## config.mk

```make
export PLATFORM = sky130hd
export DESIGN_NAME = shifter_r_sticky_pipe
export DESIGN_NICKNAME = d
export VERILOG_FILES = /design/src/rtl/mul_pipe_pkg.sv /design/src/rtl/shifter_r_stage.sv /design/src/rtl/shifter_r_sticky_pipe.sv
export SDC_FILE = /design/constraint.sdc
export NUM_CORES = 1
export LEC_CHECK = 0
export ABC_AREA = 1
export BUFFER_PORTS_ARGS = -buffer_cell sky130_fd_sc_hd__buf_2
export CAP_MARGIN = 20
export CORE_MARGIN = 2
export CORE_UTILIZATION = 58
export DETAILED_ROUTE_END_ITERATION = 12
export MAX_ROUTING_LAYER = met4
export PLACE_DENSITY_LB_ADDON = 0.08
export SYNTH_ARGS = -nofsm -noshare
export SYNTH_HDL_FRONTEND = slang
export SYNTH_HIERARCHICAL = 1
export SYNTH_SLANG_ARGS = --single-unit
```

## constraint.sdc

```tcl
create_clock -name clk -period 1.5 [get_ports clk]
set_clock_uncertainty 0.05 [all_clocks]
set_input_delay 0.225 -clock clk [delete_from_list [all_inputs] [get_ports clk]]
set_output_delay 0.225 -clock clk [all_outputs]
set_load 0.005 [all_outputs]
```

## src/rtl/mul_pipe_pkg.sv

```systemverilog
// Shared types and helpers for the multiplier pipeline datapath blocks.
//   shw(width) : shift-amount width able to express every shift up to and
//                beyond a full {data, guard, round} flush (width + 2).
//   grs_t      : guard / round / sticky bundle, packed as {g, r, s}.
package mul_pipe_pkg;

  typedef struct packed {
    logic g;
    logic r;
    logic s;
  } grs_t;

  function automatic int shw(input int width);
    return $clog2(width + 3);
  endfunction

endpackage

```

## src/rtl/shifter_r_stage.sv

```systemverilog
// Combinational logical right shift by the shift-amount bits [HI:LO].
// The partial amount carries those bits at their true weight, so an
// instance covering the upper bits shifts in multiples of 2**LO.
// Ports:
//   din     in  W         vector to shift
//   sh      in  HI-LO+1   shift-amount bits [HI:LO]
//   dout    out W         din >> ({sh, LO zeros}), zero fill
//   dropped out 1         OR of every bit shifted out at the bottom
module shifter_r_stage #(
  parameter int W  = 50,
  parameter int LO = 0,
  parameter int HI = 2
) (
  input  logic [W-1:0]  din,
  input  logic [HI-LO:0] sh,
  output logic [W-1:0]  dout,
  output logic          dropped
);

  logic [HI:0]  amt;
  logic [W-1:0] drop_mask;

  // Shift and collect the bits falling off the bottom. Amounts of W or more
  // give an all-zero result and an all-ones mask, so saturation needs no
  // special case and nothing is ever indexed out of range.
  always_comb begin
    amt        = '0;
    amt[HI:LO] = sh;
    dout       = din >> amt;
    drop_mask  = ~({W{1'b1}} << amt);
    dropped    = |(din & drop_mask);
  end

endmodule

```

## src/rtl/shifter_r_sticky_pipe.sv

```systemverilog
// Two-stage pipelined logical right shifter with guard/round/sticky capture.
// The operand is extended with two zero bits (guard, round); stage A applies
// the upper shift bits, stage B the low SPLIT bits, and every bit shifted out
// below the round position is ORed into sticky. Global-stall flow control.
// Ports:
//   clk, rst            clock, synchronous active-high reset
//   in_valid/in_ready   input handshake
//   data_in, shift_num  operand and right-shift amount
//   tag_in / tag_out    sideband carried with the beat
//   out_valid/out_ready output handshake
//   data_out, grs       shifted result and {guard, round, sticky}
module shifter_r_sticky_pipe
  import mul_pipe_pkg::*;
#(
  parameter  int WIDTH = 48,
  parameter  int SPLIT = 3,
  parameter  int TAGW  = 8,
  localparam int SW    = shw(WIDTH)
) (
  input  logic             clk,
  input  logic             rst,
  input  logic             in_valid,
  output logic             in_ready,
  input  logic [WIDTH-1:0] data_in,
  input  logic [SW-1:0]    shift_num,
  input  logic [TAGW-1:0]  tag_in,
  output logic             out_valid,
  input  logic             out_ready,
  output logic [WIDTH-1:0] data_out,
  output logic [2:0]       grs,
  output logic [TAGW-1:0]  tag_out
);

  localparam int EW = WIDTH + 2;

  logic             en;
  logic [EW-1:0]    sa_vec;
  logic             sa_drop;
  logic [EW-1:0]    sb_vec;
  logic             sb_drop;

  logic             a_valid;
  logic [EW-1:0]    a_vec;
  logic             a_sticky;
  logic [SPLIT-1:0] a_lo;
  logic [TAGW-1:0]  a_tag;

  logic             b_valid;
  logic [WIDTH-1:0] b_data;
  grs_t             b_grs;
  logic [TAGW-1:0]  b_tag;

  shifter_r_stage #(.W(EW), .LO(SPLIT), .HI(SW - 1)) u_stage_a (
    .din     ({data_in, 2'b00}),
    .sh      (shift_num[SW-1:SPLIT]),
    .dout    (sa_vec),
    .dropped (sa_drop)
  );

  shifter_r_stage #(.W(EW), .LO(0), .HI(SPLIT - 1)) u_stage_b (
    .din     (a_vec),
    .sh      (a_lo),
    .dout    (sb_vec),
    .dropped (sb_drop)
  );

  // A full output register that is not being drained freezes the whole pipe.
  assign en        = ~b_valid | out_ready;
  assign in_ready  = en;
  assign out_valid = b_valid;
  assign data_out  = b_data;
  assign grs       = b_grs;
  assign tag_out   = b_tag;

  // Pipeline registers: both banks advance together whenever en is high.
  always_ff @(posedge clk) begin
    if (rst) begin
      a_valid  <= 1'b0;
      a_vec    <= '0;
      a_sticky <= 1'b0;
      a_lo     <= '0;
      a_tag    <= '0;
      b_valid  <= 1'b0;
      b_data   <= '0;
      b_grs    <= '0;
      b_tag    <= '0;
    end else if (en) begin
      a_valid  <= in_valid;
      a_vec    <= sa_vec;
      a_sticky <= sa_drop;
      a_lo     <= shift_num[SPLIT-1:0];
      a_tag    <= tag_in;
      b_valid  <= a_valid;
      b_data   <= sb_vec[EW-1:2];
      b_grs    <= '{g: sb_vec[1], r: sb_vec[0], s: a_sticky | sb_drop};
      b_tag    <= a_tag;
    end
  end

endmodule
```

Word-level counts from Yosys, hierarchy flattened
Cells that the tools add are included.
{"block": "op_classes", "shifts": 4, "bitwise": 7, "n_reduce_logical": 2}
{"operator": "50-bit bitwise AND", "n": 2}
{"operator": "50-bit NOT", "n": 2}
{"operator": "50-bit OR reduction", "n": 2}
{"operator": "50-bit by 3-bit left shift with 50-bit output (first input constant)", "n": 1}
{"operator": "50-bit by 6-bit left shift with 50-bit output (first input constant)", "n": 1}
{"operator": "50-bit by 3-bit >> shifter with 50-bit output", "n": 1}
{"operator": "50-bit by 6-bit >> shifter with 50-bit output", "n": 1}
{"operator": "1-bit OR", "n": 2}
{"operator": "1-bit NOT", "n": 1}
{"block": "totals", "reg_bits": 123, "input_bits": 66, "output_inout_bits": 61, "elab_cells": 24}

Longest topological paths before layout
Gate-level depths: netlist (run 1).
{"block": "logic_depth", "depth_word": 5, "mapped_depth": 11, "mapped_depth_nobuf": 10}

Cells and area by module
Netlist (run 1), hierarchy kept.
{"module": "shifter_r_sticky_pipe", "n_inst": 1, "cells_each": 795, "area_per_inst_um2": 5227.5, "seq_area_each_um2": 2462.4}
{"module": "shifter_r_stage at u_stage_b", "n_inst": 1, "cells_each": 404, "area_per_inst_um2": 1885.6, "seq_area_each_um2": 0.0}
{"module": "shifter_r_stage at u_stage_a", "n_inst": 1, "cells_each": 277, "area_per_inst_um2": 1377.6, "seq_area_each_um2": 0.0}

Worst setup path after synthesis (run 1)
Ideal clock, no wire load.
{"block": "synth_timing", "kind": "flip-flop to flip-flop", "startpoint": "register a_lo[1]", "endpoint": "register b_grs, in the netlist grs[0]", "setup_time_ps": 113, "arrival_time_ps": 1149, "t_required_ps": 1337, "path_slack_ps": 188, "stages_incl_launch_ff": 12, "path_buffers": 3, "synth_period_minus_slack_ps": 1312, "cell_sequence": "dfxtp_1 -> buf_6 -> inv_2 -> buf_6 -> buf_6 -> nand2_1 -> nand3_1 -> nand3_1 -> inv_1 -> nand2_1 -> nor2_1 -> nor2_1"}
{"block": "synth_via", "elab_chain_cells": 5}
{"element": "from (decl)", "line": "shifter_r_sticky_pipe.sv:45", "source": "logic [SPLIT-1:0] a_lo;"}
{"element": "from (signal assigned)", "line": "shifter_r_sticky_pipe.sv:91", "source": "a_lo <= shift_num[SPLIT-1:0];"}
{"element": "50-bit by 3-bit left shift with 50-bit output", "line": "shifter_r_stage.sv:30", "source": "drop_mask = ~({W{1'b1}} << amt);"}
{"element": "50-bit NOT", "line": "shifter_r_stage.sv:30"}
{"element": "50-bit bitwise AND", "line": "shifter_r_stage.sv:31", "source": "dropped = |(din & drop_mask);"}
{"element": "50-bit OR reduction", "line": "shifter_r_stage.sv:31"}
{"element": "net sb_drop", "line": "shifter_r_sticky_pipe.sv:40", "source": "logic sb_drop;"}
{"element": "1-bit OR", "line": "shifter_r_sticky_pipe.sv:95", "source": "b_grs <= '{g: sb_vec[1], r: sb_vec[0], s: a_sticky | sb_drop};"}
{"element": "to (signal assigned)", "line": "shifter_r_sticky_pipe.sv:95"}
{"element": "to (decl)", "line": "shifter_r_sticky_pipe.sv:50", "source": "grs_t b_grs;"}
The timed path passes the listed nets, and every way through them passes these cells.
A chain may end at the register's enable or synchronous reset.

Worst setup path in the final report (run 1)
{"block": "layout_timing", "startpoint": "register b_valid (netlist: out_valid)", "endpoint": "output port in_ready"}
{"block": "layout_via", "elab_chain_cells": 2}
{"element": "from (decl)", "line": "shifter_r_sticky_pipe.sv:48", "source": "logic b_valid;"}
{"element": "from (signal assigned)", "line": "shifter_r_sticky_pipe.sv:93", "source": "b_valid <= a_valid;"}
{"element": "1-bit NOT", "line": "shifter_r_sticky_pipe.sv:68", "source": "assign en = ~b_valid | out_ready;"}
{"element": "1-bit OR", "line": "shifter_r_sticky_pipe.sv:68"}
{"element": "to (decl)", "line": "shifter_r_sticky_pipe.sv:23", "source": "output logic in_ready,"}
Every way passes these cells.

==> key figures, run 1 <==
Floorplanning
  • Full die area: 15620 sq um
  • Cell Rows: 44
  • Die Wd: 125.0 um
  • DIE HEIGHT: ~120 um
  • Area of the core: around 14000 sq um
  • Initial core utilization: 58.87%
  • IO Count: between 100 and 150

Worst setup path
  • Reg2Reg Depth: 7
  • Worst setup path start: out_valid$_SDFFE_PP0P_
  • Reg-to-reg startpoint: out_valid$_SDFFE_PP0P_
  • Critical Path RT: 1220 ps
  • Worst Path Arrival: 1180 ps
  • Critical path fanouts, max: 22
  • Reg-to-reg setup timing slack: 90 ps
  • Critical Path Start Type: flop
  • CP endpoint: in_ready
  • Critical Path End Type: primary output
  • Worst reg2reg path endpoint: a_vec[23]$_SDFFE_PP0P_
  • Crit path kind: flop to primary output

Detailed routing
  • Vias per cell: 5.382
  • DR DRC count: 0
  • DRT iter0 DRCs: 1054
  • First-pass DRT Iterations: 6
  • Via total after detailed routing: 9644
  • WL/cell: 14.34 um
  • Final wirelength: 25.69 mm
  • ANT nets after route: 0

Placement
  • Cells after DPL: 1749
  • Post-DP Area: 9432 sq um
  • Port Buf Inserts: 126
  • RePlAce Congestion: 0.9963
  • Pre-CTS setup slack: -104.9 ps
  • Dpl hpwl: 17.60 mm

CTS
  • CTS Root Cell: clkbuf_16
  • CTS tree: done
  • CTS H-tree depth: 4
  • Max clock buf depth: 2
  • Latest clock arrival within the worst-skew pair: 420 ps
  • Clock sink count: 123
  • Total CTS buffers: 17
  • Clock-pin transition on the worst setup and hold timing paths: 60 ps

Global route
  • Antenna violations before repair: 0
  • All-Layer GR Usage: 33.51%
  • Vias in the first global route: 8527
  • First-pass GRT wire length: 41.80 mm
  • Largest net degree at the start of global routing: 60
  • Final global-route overflow total: 0

Timing
  • RSZ-0062 raised after global routing: false
  • Final Max Tran Viols: 0
  • Max Fclk: 0.6881 GHz
  • PnR worst setup slack: 46.71 ps
  • Tcrit/Tclk final: between 90% and 100%
  • Hold Vio Cnt, Final: 0
  • Hold Worst Slack: 3.128 ps
  • Final setup violation count: 0
  • Min Tclk post-route: 1453 ps

Min path
  • Worst Hold Class: primary input to flop

Finish
  • Nets@finish: 1662
  • Area growth syn-to-layout: 20.16%
  • Antenna cells: 0
  • Share of layout cells above drive strength 1: 15.98%
  • Final std cells w/o fill: 1792
  • Final Instance Area: 10200 sq um

Logic synthesis
  • Top-area cell type share of the netlist area: 29.00%
  • Distinct cell type count after synthesis: 27
  • Post-synthesis cell area: approximately 8500 sq um
  • Post-synthesis register bit count: 123
  • Sequential area share after synthesis: 29.00%
  • Yosys top cell by area: dfxtp_1
  • Dominant cells by area after synthesis: dfxtp_1 29%, nand3_1 18%, nand2_1 16%, nor2_1 13%, inv_1 7.1%
  • Syn_area_per_cell: 5.752 sq um
  • Yosys Warn Count: 6
  • Cell count after synthesis: between 1000 and 1500

Pwr
  • Worst vdd ir: 0.8692 mV
  • Overall power: 10.23 mW
  • Leakage power: about 5 nW
  • Total power per unit cell area: 1003 nW/um^2

Run
  • Max_cap viols: 0

Run status
  • Outcome: finished clean
==> kinds of logic after synthesis <==
group | Yosys count | share of synthesized area, %
compound gates | 82 | 6.307
buf+inv | 274 | 15.18
flops | 123 | 29.00
other cells | 1 | 0.04417
simple gates | 996 | 49.47
==> worst max-delay path, stage by stage (launching register included) <==
cell	delay, ps
dfxtp_4	370
buf_16	170
nand2_1	80
buf_2	140
==> stage by stage <==
step,setup TNS [ps],util (%)
3_3_place_gp,-91.66,65.39
3_5_place_dp,-106.9,65.39
4_1_cts,0,70.63
6_report,0,70.73
5_1_grt,0,70.73
2_1_floorplan,0,-
==> how the worst min path moves through the flow <==
stage,from,end,slack (ps),depth (start not counted)
2_1_floorplan,rst,out_valid$_SDFFE_PP0P_,240,1
3_3_place_gp,rst,out_valid$_SDFFE_PP0P_,360,2
3_5_place_dp,rst,out_valid$_SDFFE_PP0P_,360,2
4_1_cts,tag_in[5],a_tag[5]$_SDFFE_PP0P_,0.9,3
5_1_grt,tag_in[5],a_tag[5]$_SDFFE_PP0P_,6,3
6_report,tag_in[5],a_tag[5]$_SDFFE_PP0P_,3,3
==> final cells by class <==
cell class                 instances  area (sq um)
timing repair buffer             200          1513
tap                              184         230.2
fill                            1364          4222
inverter                         172         650.6
clock buffer                      21         470.5
clock inverter                    10         117.6
sequential                       123          2467
multi-input combinational       1082          4753
==> synth_stat cells, drive strengths merged <==
master / count
nand2: 375
nand3: 307
nor2: 306
inv: 171
dfxtp: 123
buf: 87
o21ai: 42
clkbuf: 15
o221ai: 14
o22ai: 10
o211ai: 9
or2: 8
a21oi: 7
clkinv: 1
conb: 1
==> what timing repair did <==
item,CTS,global route
cloned,2,0
resized for setup,1,5
endpoints found under the hold margin,8,0
hold buffers,8,0
endpoints found under the setup margin,2,10
setup buffers,2,0
==> metal layers <==
layer  wire length (um)  GRT usage (%)  part of all wire (%)  vias to the layer above
li1                   -              -                     -                     4872
met1              11300          44.95                    44                     4259
met2              11780          52.43                    46                      461
met3               2025          5.392                   7.9                       52
met4                592          9.869                   2.3                        0
met5                  0              -                     0                        -
==> state kept, by name, summed over array words and instances (netlist names), 3 cells and up <==
signal and count:
a_tag 8, a_lo 3, a_vec 50, grs 3, tag_out 8, data_out 48
==> where the power goes <==
part	switching [mW]	internal, mW
registers	0.183	3.53
clock network	1.50	2.56
logic	1.47	0.987
total	3.15	7.08
==> layout by cell type, fill, tap and decap left out, types with 2 or more instances in the layout <==
cell type,synthesis,routed
bufinv_16,0,2
or2_2,3,3
nand2_1,373,373
clkbuf_16,0,17
a21oi_1,7,7
o22ai_1,10,10
buf_12,0,18
o21ai_0,42,42
inv_2,9,8
o221ai_2,6,6
nor2_4,2,2
buf_4,23,42
nor2_2,1,2
o221ai_1,8,8
or2_1,3,3
nand3_1,300,300
or2_0,2,2
nand2_2,2,2
o211ai_1,9,9
bufbuf_16,0,2
nor2_1,303,302
buf_2,35,126
nand3_2,7,7
inv_1,161,161
clkinv_4,0,2
clkinv_2,0,4
buf_6,17,3
conb_1,1,4
dfxtp_1,123,121
clkinvlp_4,0,4
dlygate4sd3_1,0,8
clkbuf_8,0,3
(Power assumes the default switching activity.)
==> run 2: changes to the inputs <==
--- a/config.mk
+++ b/config.mk
@@ -5,11 +5,11 @@
 export SDC_FILE = /design/constraint.sdc
 export NUM_CORES = 1
 export LEC_CHECK = 0
-export ABC_AREA = 1
+export ABC_AREA = 0
 export BUFFER_PORTS_ARGS = -buffer_cell sky130_fd_sc_hd__buf_2
 export CAP_MARGIN = 20
 export CORE_MARGIN = 2
-export CORE_UTILIZATION = 58
+export CORE_UTILIZATION = 48
 export DETAILED_ROUTE_END_ITERATION = 12
 export MAX_ROUTING_LAYER = met4
 export PLACE_DENSITY_LB_ADDON = 0.08
==> run 2 against run 1 <==
Net effect:
- the flow now finishes with violations (setup timing)
- first-iteration DRC count down 63%
- synthesized cell count down 39%
- register-to-register slack worse by 330 ps
- largest power group unchanged
- clock power about the same
- non-clock buffer count is 30 higher
==> key figures, run 2 <==
Floorplanning
  • Area of the core: 15830 sq um (was 14420 sq um)
  • Full die area: 17180 sq um (was 15620 sq um)
  • Die Wd: 131.1 um (was 125.0 um)
  • Initial core utilization: 48.98% (was 58.87%)
  • DIE HEIGHT: 131.1 um (was 125.0 um)
  • Cell Rows: 46 (was 44)
  • IO Count: 127 (unchanged)

Timing
  • PnR worst setup slack: -235.2 ps (was 46.71 ps)
  • Worst-margin pin slew: 551.8 ps
  • Final Max Tran Viols: 0 (unchanged)
  • Final setup violation count: 49 (was 0)
  • Tcrit/Tclk final: 115.7% (was 96.89%)
  • Hold Vio Cnt, Final: 0 (unchanged)
  • Max Fclk: 0.5763 GHz (was 0.6881 GHz)
  • Worst slew margin: 63.13%
  • Hold Worst Slack: 6.047 ps (was 3.128 ps)
  • Min Tclk post-route: 1735 ps (was 1453 ps)
  • RSZ-0062 raised after global routing: true (was false)

Global route
  • First-pass GRT wire length: 33.90 mm (was 41.80 mm)
  • Vias in the first global route: 6344 (was 8527)
  • Final global-route overflow total: 0 (unchanged)
  • All-Layer GR Usage: 26.05% (was 33.51%)
  • Largest net degree at the start of global routing: 71 (was 60)
  • Antenna violations before repair: 0 (unchanged)

Pwr
  • Total power per unit cell area: 960.3 nW/um^2 (was 1003 nW/um^2)
  • Flop pwr share: 37.1% (was 36.3%)
  • Sw Ratio: 27.63% (was 30.78%)
  • Net Switching: 2.654 mW (was 3.150 mW)
  • Clk pwr share: 42.5% (was 39.7%)
  • Leakage power: 4.219 nW (was 4.972 nW)
  • Worst vdd ir: 0.8437 mV (was 0.8692 mV)
  • P_int: 6.953 mW (was 7.084 mW)
  • Logic pwr share: 20.4% (was 24.0%)

Detailed routing
  • WL/cell: 16.79 um (was 14.34 um)
  • Via total after detailed routing: 6983 (was 9644)
  • ANT nets after route: 0 (unchanged)
  • First-pass DRT Iterations: 6 (unchanged)
  • DRT iter0 DRCs: 392 (was 1054)
  • DR DRC count: 0 (unchanged)
  • Final wirelength: 21.93 mm (was 25.69 mm)
  • Vias per cell: 5.347 (was 5.382)

Logic synthesis
  • Yosys top cell by area: dfxtp_1 (unchanged)
  • Distinct cell type count after synthesis: 41 (was 27)
  • EDFF count, synth: 0 (unchanged)
  • Count leader, synth: nand2_1 (unchanged)
  • Post-synthesis cell area: 7752 sq um (was 8491 sq um)
  • Sequential area share after synthesis: 31.76% (was 29.00%)
  • Most common library cells after synthesis: 247 x nand2_1, 123 x dfxtp_1, 114 x a21oi_1 (was 373 x nand2_1, 303 x nor2_1, 300 x nand3_1)
  • Synth Flop Type: dfxtp_1 (unchanged)
  • Async set-reset flop share out of synthesis: 0% (unchanged)
  • Dominant cells by area after synthesis: dfxtp_1 32%, nand2_1 12%, mux2i_1 9.8%, mux4_2 7.8%, a21oi_1 7.4% (was dfxtp_1 29%, nand3_1 18%, nand2_1 16%, nor2_1 13%, inv_1 7.1%)
  • Syn_area_per_cell: 8.623 sq um (was 5.752 sq um)
  • Post-synthesis register bit count: 123 (unchanged)
  • Yosys Warn Count: 6 (unchanged)
  • Top-area cell type share of the netlist area: 31.76% (was 29.00%)
  • Cell count after synthesis: 899 (was 1476)

Finish
  • Antenna cells: 0 (unchanged)
  • Number of flip-flops in the largest register: 50 (unchanged)
  • Final Instance Area: 10000 sq um (was 10200 sq um)
  • Nets@finish: 1143 (was 1662)
  • Share of layout cells above drive strength 1: 39.82% (was 15.98%)
  • Largest Register: a_vec (unchanged)
  • Most frequent cells in the layout: 244 x nand2_1, 125 x buf_2, 119 x dfxtp_1 (was 373 x nand2_1, 302 x nor2_1, 300 x nand3_1)
  • Commonest non-fill, non-tap cell in the layout: nand2_1 (unchanged)
  • Area growth syn-to-layout: 29.03% (was 20.16%)

Worst setup path
  • Slowest CP cell: mux4_2 (was dfxtp_4)
  • Critical path fanouts, max: 6 (was 22)
  • Crit path kind: flop to flop (was flop to primary output)
  • Critical Path End Type: flop (was primary output)
  • CP cell instances: buf_12, buf_16, mux2_4, mux4_2, nand2_1, a21oi_2 (was buf_16, nand2_1, buf_2)
  • Worst Path Arrival: 2000 ps (was 1180 ps)
  • Critical Path RT: 1770 ps (was 1220 ps)
  • Critical Path Start Type: flop (unchanged)
  • CP peak stage delay: 470 ps (was 370 ps)

CTS
  • Clock sink count: 123 (unchanged)
  • Clock-pin transition on the worst setup and hold timing paths: 60 ps (about the same)
  • Total CTS buffers: 17 (unchanged)
  • CTS Root Cell: clkbuf_16 (unchanged)
  • Latest clock arrival within the worst-skew pair: 420 ps (about the same)
  • CTS H-tree depth: 4 (unchanged)
  • Max clock buf depth: 2 (unchanged)
  • CTS tree: done (unchanged)

Min path
  • Worst Hold Class: primary input to flop (unchanged)

Placement
  • RePlAce Congestion: 0.9823 (was 0.9963)
  • Port Buf Inserts: 126 (unchanged)
  • Post-DP Area: 8955 sq um (was 9432 sq um)
  • Dpl hpwl: 15.99 mm (was 17.60 mm)

Run status
  • Violated checks: setup timing
  • Outcome: complete, but fails checks (was finished clean)

Run
  • Max_cap viols: 0 (unchanged)
[run 2: cell count changes after synthesis, sizes merged, moves of 29 or more]
cell and change:
nor2 -270, mux2 +55, mux2i +76, nand2 -97, a21oi +137, o21ai -29
inv -167, nand3 -306
[run 2: power by group through the flow]
stage	Combinational (mW)	Sequential, mW	Clock, mW
2_1_floorplan	1.17	3.60	0
3_3_place_gp	1.77	3.63	0
3_5_place_dp	1.78	3.63	0
4_1_cts	1.88	3.56	4.13
5_1_grt	2.12	3.59	4.30
6_report	1.96	3.57	4.08
[run 2: logic make-up after synthesis]
group | count (synthesis) | synth area share [%]
simple gates | 356 | 19.74
compound gates | 181 | 13.61
other cells | 1 | 0.04837
buf+inv | 80 | 8.038
flops | 123 | 31.76
mux | 158 | 26.81
[run 2: stage by stage]
stage	util (%)	instances	TNS (ps)	worst slack, ps	power, mW
floorplan	-	902	-4701	-155.3	4.771
global placement	56.58	1257	-9944	-232.0	5.406
detailed placement	56.58	1257	-10600	-248.4	5.416
CTS	62.17	1303	-7916	-217.4	9.580
global route	63.20	1306	-10870	-298.5	10.01
finish	63.20	1306	-7664	-235.2	9.607
[run 2: final timing paths]
path	start	slack [ps]	depth (start not counted)	endpoint
max reg2reg	a_lo[0]$_SDFFE_PP0P_	-240	6	data_out[29]$_SDFFE_PP0P_
min	tag_in[6]	6	3	a_tag[6]$_SDFFE_PP0P_
max	a_lo[0]$_SDFFE_PP0P_	-240	6	data_out[29]$_SDFFE_PP0P_
min reg2reg	data_out[42]$_SDFFE_PP0P_	390	2	data_out[42]$_SDFFE_PP0P_
[run 2: worst max-delay path: cells and delay by family, from the launching register on]
| family | cells | cell delay (ps) |
|---|---|---|
| muxes | 2 | 800 |
| AOI/OAI and AO/OA | 1 | 50 |
| buffers and inverters | 2 | 270 |
| DFF | 1 | 360 |
| and+or+nand+nor | 1 | 90 |
[run 2: what timing repair did]
| item | in CTS | in global routing |
|---|---|---|
| pin swaps | 1 | 4 |
| endpoints found under the hold margin | 10 | 0 |
| endpoints found under the setup margin | 50 | 50 |
| resized for setup | 27 | 31 |
| setup buffers | 2 | 2 |
| hold buffers | 10 | 0 |
| cloned | 2 | 1 |
[run 2: per-layer routing]
layer  wire [um]  track usage [%]
met1       10770            36.99
met2        9734            38.01
met3         981            4.464
met4         442            7.885
met5           0                -
[run 2: area by class of cell]
class | count | area (sq um)
clock buffer | 19 | 452.9
clock inverter | 13 | 143.9
fill | 1402 | 5824
inverter | 5 | 33.78
multi-input combinational | 699 | 4888
sequential | 123 | 2470
tap | 216 | 270.3
timing repair buffer | 230 | 1735
timing repair inverter | 1 | 8.758
==> run 3: changes to the inputs <==
--- a/config.mk
+++ b/config.mk
@@ -8,8 +8,10 @@
 export ABC_AREA = 0
 export BUFFER_PORTS_ARGS = -buffer_cell sky130_fd_sc_hd__buf_2
 export CAP_MARGIN = 20
+export CELL_PAD_IN_SITES_DETAIL_PLACEMENT = 1
+export CELL_PAD_IN_SITES_GLOBAL_PLACEMENT = 1
 export CORE_MARGIN = 2
-export CORE_UTILIZATION = 48
+export CORE_UTILIZATION = 43
 export DETAILED_ROUTE_END_ITERATION = 12
 export MAX_ROUTING_LAYER = met4
 export PLACE_DENSITY_LB_ADDON = 0.08
==> run 3 against run 2 <==
Net effect:
- the flow still finishes with violations (setup timing)
- design area rose by 3.6%
- routed wire length increased by 27%
- global-route usage increased by 2.9 points
- sequential share of layout area decreased by 0.89 points
- critical path depth is 1 higher
- sequential power is essentially flat
- cell count up 2.9%
- largest power group unchanged
- highest routed layer unchanged
==> key figures, run 3 (synthesis results as in run 2) <==
Detailed routing
  • ANT nets after route: 0 (unchanged)
  • WL/cell: 20.72 um (was 16.79 um)
  • Final wirelength: 27.84 mm (was 21.93 mm)
  • Via total after detailed routing: 7474 (was 6983)
  • DR DRC count: 0 (unchanged)
  • DRT iter0 DRCs: 439 (was 392)
  • First-pass DRT Iterations: 5 (was 6)
  • Vias per cell: 5.561 (was 5.347)

Finish
  • Final std cells w/o fill: 1344 (was 1306)
  • Area taken by flip-flops and latches: 2466 sq um (was 2470 sq um)
  • Fillers: 2111 (was 1402)
  • Commonest non-fill, non-tap cell in the layout: nand2_1 (unchanged)
  • Share of layout cells above drive strength 1: 42.60% (was 39.82%)
  • Largest Register: a_vec (unchanged)
  • Most frequent cells in the layout: 233 x nand2_1, 125 x buf_2, 122 x dfxtp_1 (was 244 x nand2_1, 125 x buf_2, 119 x dfxtp_1)
  • Multi-input gate area: 5045 sq um (was 4888 sq um)
  • Nets@finish: 1168 (was 1143)
  • Antenna cells: 0 (unchanged)
  • Number of flip-flops in the largest register: 50 (unchanged)
  • Area growth syn-to-layout: 33.63% (was 29.03%)

CTS
  • CTS tree: done (unchanged)
  • Latest clock arrival within the worst-skew pair: 430 ps (was 420 ps)
  • CTS H-tree depth: 4 (unchanged)
  • Clock-pin transition on the worst setup and hold timing paths: 60 ps (about the same)
  • CTS Root Cell: clkbuf_16 (unchanged)
  • Max clock buf depth: 2 (unchanged)
  • Clock sink count: 123 (unchanged)
  • Total CTS buffers: 17 (unchanged)

Timing
  • Worst slew margin: 59.79% (was 63.13%)
  • Worst-margin pin slew: 602.0 ps (was 551.8 ps)
  • Tcrit/Tclk final: 125.8% (was 115.7%)
  • PnR worst setup slack: -387.4 ps (was -235.2 ps)
  • Hold Vio Cnt, Final: 0 (unchanged)
  • Max Fclk: 0.5298 GHz (was 0.5763 GHz)
  • Final Max Tran Viols: 0 (unchanged)
  • RSZ-0062 raised after global routing: true (unchanged)
  • Min Tclk post-route: 1887 ps (was 1735 ps)
  • Final setup violation count: 50 (was 49)

Pwr
  • Leakage power: 4.369 nW (was 4.219 nW)
  • Overall power: 9.814 mW (was 9.607 mW)
  • Total power per unit cell area: 947.3 nW/um^2 (was 960.3 nW/um^2)
  • Worst vdd ir: 0.9381 mV (was 0.8437 mV)

Worst setup path
  • Critical path fanouts, max: 9 (was 6)
  • Critical Path RT: 1750 ps (was 1770 ps)
  • Worst Path Arrival: 2140 ps (was 2000 ps)
  • Reg-to-reg setup timing slack: -390 ps (was -240 ps)
  • Critical Path End Type: flop (unchanged)
  • Critical Path Start Type: flop (unchanged)
  • Crit path kind: flop to flop (unchanged)

Placement
  • Port Buf Inserts: 126 (unchanged)
  • Dpl hpwl: 18.79 mm (was 15.99 mm)
  • Cells after DPL: 1289 (was 1257)
  • Pre-CTS setup slack: -299.2 ps (was -248.4 ps)
  • RePlAce Congestion: 0.8757 (was 0.9823)

Floorplanning
  • Full die area: 19120 sq um (was 17180 sq um)
  • Die Wd: 138.3 um (was 131.1 um)
  • IO Count: 127 (unchanged)
  • Cell Rows: 49 (was 46)
  • Area of the core: 17840 sq um (was 15830 sq um)
  • Initial core utilization: 43.45% (was 48.98%)
  • DIE HEIGHT: 138.3 um (was 131.1 um)

Global route
  • All-Layer GR Usage: 28.97% (was 26.05%)
  • Largest net degree at the start of global routing: 43 (was 71)
  • First-pass GRT wire length: 43.03 mm (was 33.90 mm)
  • Final global-route overflow total: 0 (unchanged)
  • Antenna violations before repair: 0 (unchanged)
  • Vias in the first global route: 7726 (was 6344)

Run
  • Max_cap viols: 0 (unchanged)

Run status
  • Outcome: complete, but fails checks (unchanged)
  • Violated checks: setup timing (unchanged)

Min path
  • Worst Hold Class: primary input to flop (unchanged)
==> run 3: where the power goes <==
group          internal (mW)  total, mW  leakage, nW  switching (mW)
Sequential              3.44       3.57         1.01           0.135
Combinational           1.04       2.15         3.09            1.11
Clock                   2.45       4.09        0.274            1.64
==> run 3: area by class of cell <==
type,instances,area share (%)
Clock buffer,19,4.179
Timing Repair Buffer,256,18.90
Tap cell,229,2.766
Sequential cell,123,23.80
Multi-Input combinational cell,699,48.70
Clock inverter,13,1.401
Inverter,5,0.2536
==> run 3: per-stage QoR <==
stage | TNS [ps] | util, % | hold slack, ps | cell area [sq um]
after floorplan | -4701 | - | 301.3 | 7767
after global placement | -12460 | 50.87 | 387.6 | 9076
after detailed placement | -13990 | 50.87 | 391.3 | 9076
after CTS | -9160 | 56.74 | 14.83 | 10120
after global routing | -14140 | 58.07 | 54.06 | 10360
final | -12090 | 58.07 | 50.44 | 10360
==> run 3: path summary, 6_finish.rpt <==
check | startpoint | to | cells past startpoint
worst max-delay path | a_lo[0]$_SDFFE_PP0P_ | data_out[38]$_SDFFE_PP0P_ | 7
worst min register to register | data_out[36]$_SDFFE_PP0P_ | data_out[36]$_SDFFE_PP0P_ | 2
worst min-delay path | tag_in[1] | a_tag[1]$_SDFFE_PP0P_ | 3
worst max register to register | a_lo[0]$_SDFFE_PP0P_ | data_out[38]$_SDFFE_PP0P_ | 7
==> run 3: what timing repair did <==
item                                    CTS  global route
endpoints found under the setup margin   50            52
hold buffers                             11             0
pin swaps                                20            16
gates resized for setup                  57            38
gates cloned                              3             1
setup buffers                             8             2
endpoints found under the hold margin    11             0
==> run 3: critical path, cell delays in order, from the launching register on <==
cell	delay, ps
dfxtp_4	390
buf_4	210
mux2_2	400
buf_4	160
mux2i_2	240
mux2i_1	130
nand2_1	90
a21oi_1	90
==> run 3: routing by layer <==
metal,vias up,wire (um),global-route usage (%)
met4,0,928,11.22
met3,63,1101,4.434
met1,3667,12170,35.54
li1,3522,-,-
met2,222,13650,48.20
met5,-,0,-
